File: src/rtl/alu_result_sel_seq.sv
// alu_result_sel_seq: write-back result selector for the ALU.
// Picks SUM / SLTI directly, or runs a 1-bit-per-cycle shifter for SLL / SRA,
// then presents the registered result on a valid/ready output handshake.
module alu_result_sel_seq #(
    parameter int unsigned          WIDTH   = 16,
    parameter int unsigned          SEL_W   = 4,
    parameter int unsigned          SHAMT_W = $clog2(WIDTH),
    parameter logic [SEL_W-1:0]     OP_SLTI = 4'b0001,
    parameter logic [SEL_W-1:0]     OP_SLL  = 4'b0110,
    parameter logic [SEL_W-1:0]     OP_SRA  = 4'b0111
) (
    input  logic               Clock,
    input  logic               Reset_n,
    input  logic               in_valid,
    output logic               in_ready,
    input  logic [SEL_W-1:0]   S,
    input  logic [WIDTH-1:0]   Hyrja0,
    input  logic [WIDTH-1:0]   Hyrja1,
    input  logic [WIDTH-1:0]   ShiftSrc,
    input  logic [SHAMT_W-1:0] Shamt,
    output logic               out_valid,
    input  logic               out_ready,
    output logic [WIDTH-1:0]   Out,
    output logic               busy
);

    typedef enum logic [1:0] {
        StIdle,
        StShift,
        StHold
    } state_t;

    state_t             state_q, state_d;
    logic [WIDTH-1:0]   out_q, out_d;
    logic [WIDTH-1:0]   work_q, work_d;
    logic [SHAMT_W-1:0] cnt_q, cnt_d;
    logic               sra_q, sra_d;

    logic               accept;
    logic               is_shift;
    logic [WIDTH-1:0]   shifted;

    // Handshake and status outputs decoded from the current state
    always_comb begin
        in_ready  = Reset_n & ((state_q == StIdle) | ((state_q == StHold) & out_ready));
        accept    = in_valid & in_ready;
        out_valid = (state_q == StHold);
        busy      = (state_q == StShift);
        Out       = out_q;
        is_shift  = (S == OP_SLL) | (S == OP_SRA);
        // One step of the iterative shifter; SRA replicates the sign bit
        shifted   = sra_q ? {work_q[WIDTH-1], work_q[WIDTH-1:1]} : {work_q[WIDTH-2:0], 1'b0};
    end

    // Next-state logic: accept/decode, shift iteration, result hand-off
    always_comb begin
        state_d = state_q;
        out_d   = out_q;
        work_d  = work_q;
        cnt_d   = cnt_q;
        sra_d   = sra_q;

        unique case (state_q)
            StIdle, StHold: begin
                // Result consumed with nothing new behind it
                if ((state_q == StHold) && out_ready && !accept) begin
                    state_d = StIdle;
                end
                if (accept) begin
                    if (is_shift) begin
                        work_d = ShiftSrc;
                        cnt_d  = Shamt;
                        sra_d  = (S == OP_SRA);
                        if (Shamt == '0) begin
                            out_d   = ShiftSrc;
                            state_d = StHold;
                        end else begin
                            state_d = StShift;
                        end
                    end else begin
                        out_d   = (S == OP_SLTI) ? Hyrja1 : Hyrja0;
                        state_d = StHold;
                    end
                end
            end
            StShift: begin
                work_d = shifted;
                cnt_d  = cnt_q - 1'b1;
                if (cnt_q == SHAMT_W'(1)) begin
                    out_d   = shifted;
                    state_d = StHold;
                end
            end
            default: begin
                state_d = StIdle;
            end
        endcase
    end

    // State registers with synchronous active-low reset
    always_ff @(posedge Clock) begin
        if (!Reset_n) begin
            state_q <= StIdle;
            out_q   <= '0;
            work_q  <= '0;
            cnt_q   <= '0;
            sra_q   <= 1'b0;
        end else begin
            state_q <= state_d;
            out_q   <= out_d;
            work_q  <= work_d;
            cnt_q   <= cnt_d;
            sra_q   <= sra_d;
        end
    end

endmodule
File: config.mk
export PLATFORM = sky130hd
export DESIGN_NAME = alu_result_sel_seq
export DESIGN_NICKNAME = d
export VERILOG_FILES = /design/src/rtl/alu_result_sel_seq.sv
export SDC_FILE = /design/constraint.sdc
export NUM_CORES = 1
export LEC_CHECK = 0
export CAP_MARGIN = 20
export CORE_ASPECT_RATIO = 0.7
export CORE_UTILIZATION = 50
export DETAILED_ROUTE_END_ITERATION = 10
export PLACE_DENSITY = 0.86
export SYNTH_ARGS = -nofsm -noshare
export SYNTH_HDL_FRONTEND = slang
export SYNTH_SLANG_ARGS = --single-unit
File: constraint.sdc
create_clock -name Clock -period 4.11 [get_ports Clock]
set_clock_uncertainty 0.1 [all_clocks]
set_input_delay 0.411 -clock Clock [delete_from_list [all_inputs] [get_ports Clock]]
set_output_delay 0.411 -clock Clock [all_outputs]
set_load 0.05 [all_outputs]
; After elaboration in Yosys (flattened, before gate mapping)
; Index checks and enable logic that the tools add are counted.
[totals]
ff_bits = 39
latch_bits = 0
ramBits = 0
rom_bits = 0
output_inout_bits = 19
mem_count = 0
[classes]
add_sub_neg = 1
mul = 0
div_mod_pow = 0
order_cmp = 0
n_eq_ne = 11
shift = 0
mux = 19
n_bitwise = 5
reduce_logical = 11
[op_table]
columns = cell, n
row1 = 16-bit 2-to-1 mux, 8
row2 = 16-bit case mux with 2 select lines, 2
row3 = 2-bit 2-to-1 mux, 5
row4 = 4-bit by 1-bit equality test with 1-bit output (second input constant), 2
row5 = 4-bit by 3-bit equality test with 1-bit output (second input constant), 2
row6 = 4-bit 2-to-1 mux, 2
row7 = 4-bit case mux with 2 select lines, 1
row8 = 3-bit inequality test (second input constant), 2
row9 = 3-bit AND reduction, 2
row10 = 4-bit zero test, 1
row11 = 2-bit inequality test (second input constant), 2
row12 = 2-bit case mux with 2 select lines, 1
row13 = 4-bit AND reduction, 1
row14 = 4-bit by 1-bit subtractor with 4-bit output (second input constant), 1
row15 = 1-bit bitwise AND, 3
row16 = 2-bit by 1-bit equality test with 1-bit output (second input constant), 1
row17 = 2-bit equality test (second input constant), 1
row18 = 1-bit logical AND, 2
row19 = 2-bit zero test, 1
row20 = 2-bit by 1-bit inequality test with 1-bit output (second input constant), 1
row21 = 1-bit bitwise OR, 2
row22 = 2-bit AND reduction, 1
row23 = 2-bit nonzero test, 1
row24 = 2-bit OR reduction, 1
row25 = 1-bit zero test, 1

; Logic depth before layout (Yosys ltp)
; Gate-level depths: netlist of run 1.
[logic_depth]
word_depth = 10
ltp_mapped = 8
depth_no_buf = 5

; Worst setup path before layout of run 1
; Ideal clock, no wire load.
[synth_timing]
path_kind = input to register
start = input S[1]
end = register out_q[0] (netlist: Out[0])
setup_time_ps = 122
t_arrival_ps = 1552
t_required_ps = 3888
slack_ps = 2336
path_stages = 5
cell_sequence = or4b_1 -> buf_2 -> mux2i_1 -> a21oi_1 -> o311a_1
[synth_between]
elab_chain_len = 5
[synth_lines]
columns = element, line_no
row1 = "start, declared", 16  ; input logic [SEL_W-1:0] S,
row2 = 4-bit by 1-bit equality test with 1-bit output or 4-bit by 3-bit equality test with 1-bit output (tied branches), "81, 50"
row3 = 16-bit 2-to-1 mux or 1-bit bitwise OR (tied branches), "81, 50"
row4 = 16-bit 2-to-1 mux, 70  ; if (is_shift) begin
row5 = 16-bit 2-to-1 mux, 69  ; if (accept) begin
row6 = 16-bit case mux with 2 select lines, 63  ; unique case (state_q)
row7 = "end signal, assigned", 110  ; out_q <= out_d;
row8 = "end, declared", 34  ; logic [WIDTH-1:0] out_q, out_d;
; Several ways; a longest one is shown, not always the timed one. The select of a mux whose other input is x is not followed.
; A chain may end at the register's enable or synchronous reset.

; Worst setup path after layout of run 1
[layout_timing]
start = register state_q[1]
end = output busy
[layout_between]
elab_chain_len = 1
[layout_lines]
columns = element, line_no
row1 = "start, declared", 33  ; state_t state_q, state_d;
row2 = "start signal, assigned", 103  ; state_q <= StIdle;
row3 = "start signal, assigned", 109  ; state_q <= state_d;
row4 = 2-bit by 1-bit equality test with 1-bit output, 48  ; busy = (state_q == StShift);
row5 = "end, declared", 24  ; output logic busy
; No other way between the ends.

==> impl_metrics.env, run 1 <==
export IMPL_status="complete, no violations"
export IMPL_ys_ff_latch=39
export IMPL_port_buffers=78
export IMPL_clk_path_buf_depth=2
export IMPL_grt_start_max_net_pins=41
export IMPL_synth_edf_count=0
export IMPL_syn_inst=292
export IMPL_ant_nets=0
export IMPL_hold_violations=0
export IMPL_path_delay_family="buffers and inverters"
export IMPL_drive_gt1_share_pct=8.732
export IMPL_finalCritPeriodShare_pct=73.45
export IMPL_hold_class="register to register"
export IMPL_core_area_sq_um=4454
export IMPL_post_cts_buffers=0
export IMPL_cpMaxStageDelayCell="clkdlybuf4s50_1"
export IMPL_n_fill_cell=361
export IMPL_drc=0
export IMPL_cts_sinks=39
export IMPL_synth_avg_cell_area_sq_um=8.176
export IMPL_grtUsageTotal_pct=30.91
export IMPL_ys_seq_area_share_pct=32.70
export IMPL_syn_area_sq_um=2387
export IMPL_gr_total_overflow=0
export IMPL_synth_warnings=0
export IMPL_slew_viol_final=0
export IMPL_place_gp_congestion=0.8803
export IMPL_leakagePower_nw=1.226
export IMPL_antenna_found_initial=0
export IMPL_cpPeakStageDelay_ns=0.93
export IMPL_drtIter0Drc=333
export IMPL_cts_made_buffers=5
export IMPL_slew_headroom_pct=49.00
export IMPL_io_pins=79
export IMPL_worstSetupPathType="register to output pin"
export IMPL_wl_per_cell_um=18.46
export IMPL_ys_async_sr_fraction_pct=0
export IMPL_first_pass_iters=7
export IMPL_end_kind="output pin"
export IMPL_root_buffer="clkbuf_8"
export IMPL_cp_required_ns=3.60
export IMPL_holdBufCountCts=0
export IMPL_grt_pass1_wl_um=11810
export IMPL_h_tree_depth=2
export IMPL_rows=20
export IMPL_critPathArrivalTime_ns=2.51
export IMPL_tightest_slew_ns=0.7640
export IMPL_nNetsFinal=416
export IMPL_power_mw=1.013
export IMPL_path_clk_slew_ns=0.08
export IMPL_hpwlAfterDp_um=5316
export IMPL_area_delta_synth_final_pct=37.16
export IMPL_setup_tns_ns=0
export IMPL_cts_tree="yes"
export IMPL_vias=2628
export IMPL_synth_distinct_cells=40
export IMPL_die_h_um=59.81
export IMPL_max_freq_mhz=331.3
export IMPL_first_global_vias=2411
export IMPL_place_inst=401
export IMPL_cp_max_fo=40
export IMPL_ir_drop_uv=294.4
export IMPL_wirelength_um=7568
export IMPL_die_area_sq_um=5059
export IMPL_path_cells="nand2b_1 > buf_4 > inv_1 > clkdlybuf4s50_1"
export IMPL_period_minus_slack_ns=3.019
export IMPL_cts_resized=0
export IMPL_antenna_cells=0
export IMPL_clk_latency_ns=0.30
export IMPL_synth_nets=354
export IMPL_stdcell_count=410
export IMPL_cap_violations=0
export IMPL_finalSetupViolations=0
export IMPL_rsz0062_at_grt="false"
export IMPL_vias_per_cell=6.410
export IMPL_crit_buf_inv=3
export IMPL_power_density_nw_per_um2=309.4
export IMPL_die_w_um=84.59
export IMPL_crit_path_start_kind="register"
export IMPL_start_util_pct=53.60
export IMPL_yosys_most_used_dff="dfxtp_1"
[logic make-up (layout without fill, tap and decap cells)]
group	Yosys count	count (layout)	synth area share (%)
flip-flops	39	39	32.70
adder cells (fa/ha/maj)	2	2	1.048
buffers and inverters	33	96	6.551
AO/OA/AOI/OAI	122	122	36.16
AND/OR/NAND/NOR	79	79	15.67
multiplexers	17	17	7.862
[sequential cells by signal, indices dropped and copies added (netlist names)]
name / cells
sra_q: 1
Out: 16
work_q: 16
cnt_q: 4
state_q: 2
[cell usage in the layout, fill, tap and decap left out, types with 5 or more instances in the layout]
| master | count |
|---|---|
| inv_1 | 5 |
| mux2_2 | 14 |
| a31oi_1 | 5 |
| nand2_1 | 46 |
| clkbuf_8 | 6 |
| o31ai_1 | 15 |
| a21oi_1 | 34 |
| dfxtp_1 | 39 |
| nor2_1 | 10 |
| o32ai_1 | 13 |
| clkdlybuf4s50_1 | 78 |
| o221ai_1 | 16 |
| o21a_1 | 13 |
| a21o_1 | 13 |
[routing by layer]
| metal | track usage [%] | vias up | share of wire, % |
|---|---|---|---|
| met2 | 45.53 | 145 | 42 |
| met1 | 43.50 | 1252 | 45 |
| met4 | 7.990 | 0 | 0.44 |
| met3 | 10.22 | 7 | 12 |
| met5 | 0 | - | 0 |
| li1 | - | 1224 | - |
[cell type report]
| type | instances | area, sq um | share of cell area (%) |
|---|---|---|---|
| Clock buffer | 6 | 82.58 | 2.522 |
| Clock inverter | 2 | 38.79 | 1.185 |
| Inverter | 5 | 18.77 | 0.5732 |
| Multi-Input combinational cell | 220 | 1463 | 44.67 |
| Sequential cell | 39 | 780.7 | 23.84 |
| Tap cell | 55 | 68.82 | 2.102 |
| Timing Repair Buffer | 83 | 822.0 | 25.11 |
[stage by stage]
stage          setup WS [ns]  util (%)  instance area [sq um]  hold WS (ns)
2_1_floorplan          2.336         -                   2387        0.3314
5_1_grt               0.9820     73.51                   3274        0.3891
3_3_place_gp           1.226     70.53                   3142        0.3530
4_1_cts                1.124     73.26                   3263        0.3746
6_report               1.091     73.51                   3274        0.3743
3_5_place_dp           1.206     70.53                   3142        0.3601
[final timing paths]
| kind | depth (start not counted) | from | slack [ns] | endpoint |
|---|---|---|---|---|
| setup reg to reg | 6 | state_q[1] | 1.28 | Out[10] |
| hold / removal | 2 | work_q[12] | 0.37 | work_q[12] |
| hold reg to reg | 2 | work_q[12] | 0.37 | work_q[12] |
| setup / recovery | 4 | state_q[1] | 1.09 | busy |
[synth_stat cells (8+ instances only)]
cell type  instances  area (sq um)
o221ai_1          16         140.1
o31ai_1           15         112.6
nor2_1            10         37.54
dfxtp_1           39         780.8
clkbuf_1          17         63.81
buf_2              8         40.04
a21oi_1           34         170.2
o32ai_1           13         113.9
mux2_2            14         157.7
o21a_1            13         97.59
a21o_1            13         97.59
nand2_1           46         172.7
[power by group]
part,total (mW),switching [mW],internal (mW)
Combinational,0.257,0.136,0.121
Clock,0.348,0.148,0.200
Sequential,0.408,0.0126,0.396
[worst reg2reg max path: stages, from the launching register on]
cell and delay [ns]:
dfxtp_1 0.32, nand2b_1 0.13, buf_4 0.25, inv_1 0.57
and3_1 0.67, or2_1 0.50, a21oi_1 0.15
No activity file was read; power rests on OpenSTA's default activity.
==> run 2, diff against run 1 <==
- CORE_UTILIZATION: 50 -> 42
- PLACE_DENSITY: 0.86 -> 0.77
- clock period: 4.11 -> 2.5 ns (I/O delays scaled with it)
==> run 2 against run 1 <==
Net effect: via count fell by 0.72%; flip-flop and latch count is the same; wire length increased by 6.6%; final cell count rose by 6.6%; first-iteration DRC count down 43%; utilization fell by 11 points; worst hold slack got worse by 0.0013 ns; total power grew 63%; die area rose by 18%; combinational power increased by 69%; sequential share of layout area is 0.73 points lower; clock power rose by 54%; largest power group unchanged.
==> impl_metrics.env, run 2 (synthesized netlist as in run 1, its figures left out) <==
export IMPL_grt_pass1_wl_um=12790
export IMPL_rsz0062_at_grt="false"
export IMPL_wl_per_cell_um=18.47
export IMPL_port_buffers=78
export IMPL_nNetsFinal=426
export IMPL_cts_made_buffers=5
export IMPL_holdBufCountCts=0
export IMPL_first_pass_iters=5
export IMPL_design_area_sq_um=3378
export IMPL_start_util_pct=44.48
export IMPL_clk_path_buf_depth=2
export IMPL_busiest_layer="met1"
export IMPL_drive_gt1_share_pct=11.78
export IMPL_first_global_vias=2462
export IMPL_post_cts_buffers=0
export IMPL_die_h_um=65.08
export IMPL_detailed_place_area_sq_um=3266
export IMPL_whs_ns=0.3730
export IMPL_cap_violations=0
export IMPL_layout_commonest_cell="clkdlybuf4s50_1"
export IMPL_reg2reg_slack_ns=0.61
export IMPL_drc=0
export IMPL_met2_usage_pct=38.06
export IMPL_end_kind="output pin"
export IMPL_cp_max_fo=3
export IMPL_grt_use_met1_pct=42.62
export IMPL_power_density_nw_per_um2=488.1
export IMPL_cts_sinks=39
export IMPL_vias_per_cell=5.970
export IMPL_path_clk_slew_ns=0.07
export IMPL_wirelength_um=8070
export IMPL_gr_total_overflow=0
export IMPL_cp_required_ns=2.15
export IMPL_core_area_sq_um=5368
export IMPL_crit_path_start_kind="register"
export IMPL_antenna_cells=0
export IMPL_antenna_found_initial=0
export IMPL_place_gp_congestion=0.8434
export IMPL_io_pins=79
export IMPL_root_buffer="clkbuf_8"
export IMPL_ir_drop_uv=307.3
export IMPL_clk_latency_ns=0.30
export IMPL_grtUsageTotal_pct=27.67
export IMPL_max_freq_mhz=504.0
export IMPL_cts_resized=0
export IMPL_worstSetupPathType="register to output pin"
export IMPL_grt_start_max_net_pins=40
export IMPL_slew_viol_final=0
export IMPL_period_minus_slack_ns=1.984
export IMPL_finalSetupViolations=0
export IMPL_vias=2609
export IMPL_hold_violations=0
export IMPL_tightest_slew_ns=0.7119
export IMPL_area_delta_synth_final_pct=41.51
export IMPL_slew_headroom_pct=52.48
export IMPL_use_met3_pct=6.573
export IMPL_hpwlAfterDp_um=5710
export IMPL_die_area_sq_um=5995
export IMPL_final_cell_mix="clkdlybuf4s50_1 (76), nand2_1 (46), dfxtp_1 (39)"
export IMPL_drtIter0Drc=189
export IMPL_hold_class="register to register"
export IMPL_ant_nets=0
export IMPL_setup_tns_ns=0
export IMPL_die_w_um=92.11
export IMPL_rows=22
export IMPL_status="complete, no violations"
export IMPL_critPathArrivalTime_ns=1.63
export IMPL_h_tree_depth=2
export IMPL_finalCritPeriodShare_pct=79.37
export IMPL_cts_tree="yes"
export IMPL_leakagePower_nw=1.281
==> run 2: critical path, cell delays in order (launching register included) <==
cell             delay (ns)
dfxtp_1                0.34
nor2b_1                0.18
clkdlybuf4s50_1        0.82
==> run 2: final timing paths <==
check | startpoint | depth (start not counted) | endpoint
max | state_q[1] | 2 | out_valid
min reg2reg | work_q[13] | 2 | work_q[13]
min | work_q[13] | 2 | work_q[13]
max reg2reg | cnt_q[2] | 5 | Out[0]
==> run 2: report_power, final <==
part | switching, mW | internal [mW] | leakage [nW]
sequential | 0.0267 | 0.651 | 0.318
clock | 0.240 | 0.297 | 0.0581
combinational | 0.223 | 0.211 | 0.905
total | 0.490 | 1.16 | 1.28
==> run 2: through the flow <==
stage          total power, mW  utilization [%]  setup WS (ns)  std cells
6_report                 1.649            62.94         0.5158        437
3_3_place_gp             1.114            60.84         0.2771        429
2_1_floorplan           0.9123                -         0.8870        292
5_1_grt                  1.710            62.94         0.4689        437
4_1_cts                  1.646            62.94         0.5220        437
3_5_place_dp             1.115            60.84         0.2544        429
==> run 2: layout make-up <==
| type | instances | area [sq um] |
|---|---|---|
| Clock buffer | 5 | 68.82 |
| Clock inverter | 3 | 43.79 |
| Fill cell | 485 | 1989 |
| Inverter | 5 | 18.77 |
| Multi-Input combinational cell | 220 | 1463 |
| Sequential cell | 39 | 780.7 |
| Tap cell | 72 | 90.09 |
| Timing Repair Buffer | 93 | 913.4 |
==> run 2: metal layers <==
metal / routed length, um / share of wire (%)
met4: 58 / 0.72
met2: 3147 / 39
met1: 4040 / 50
met5: 0 / 0
met3: 824 / 10
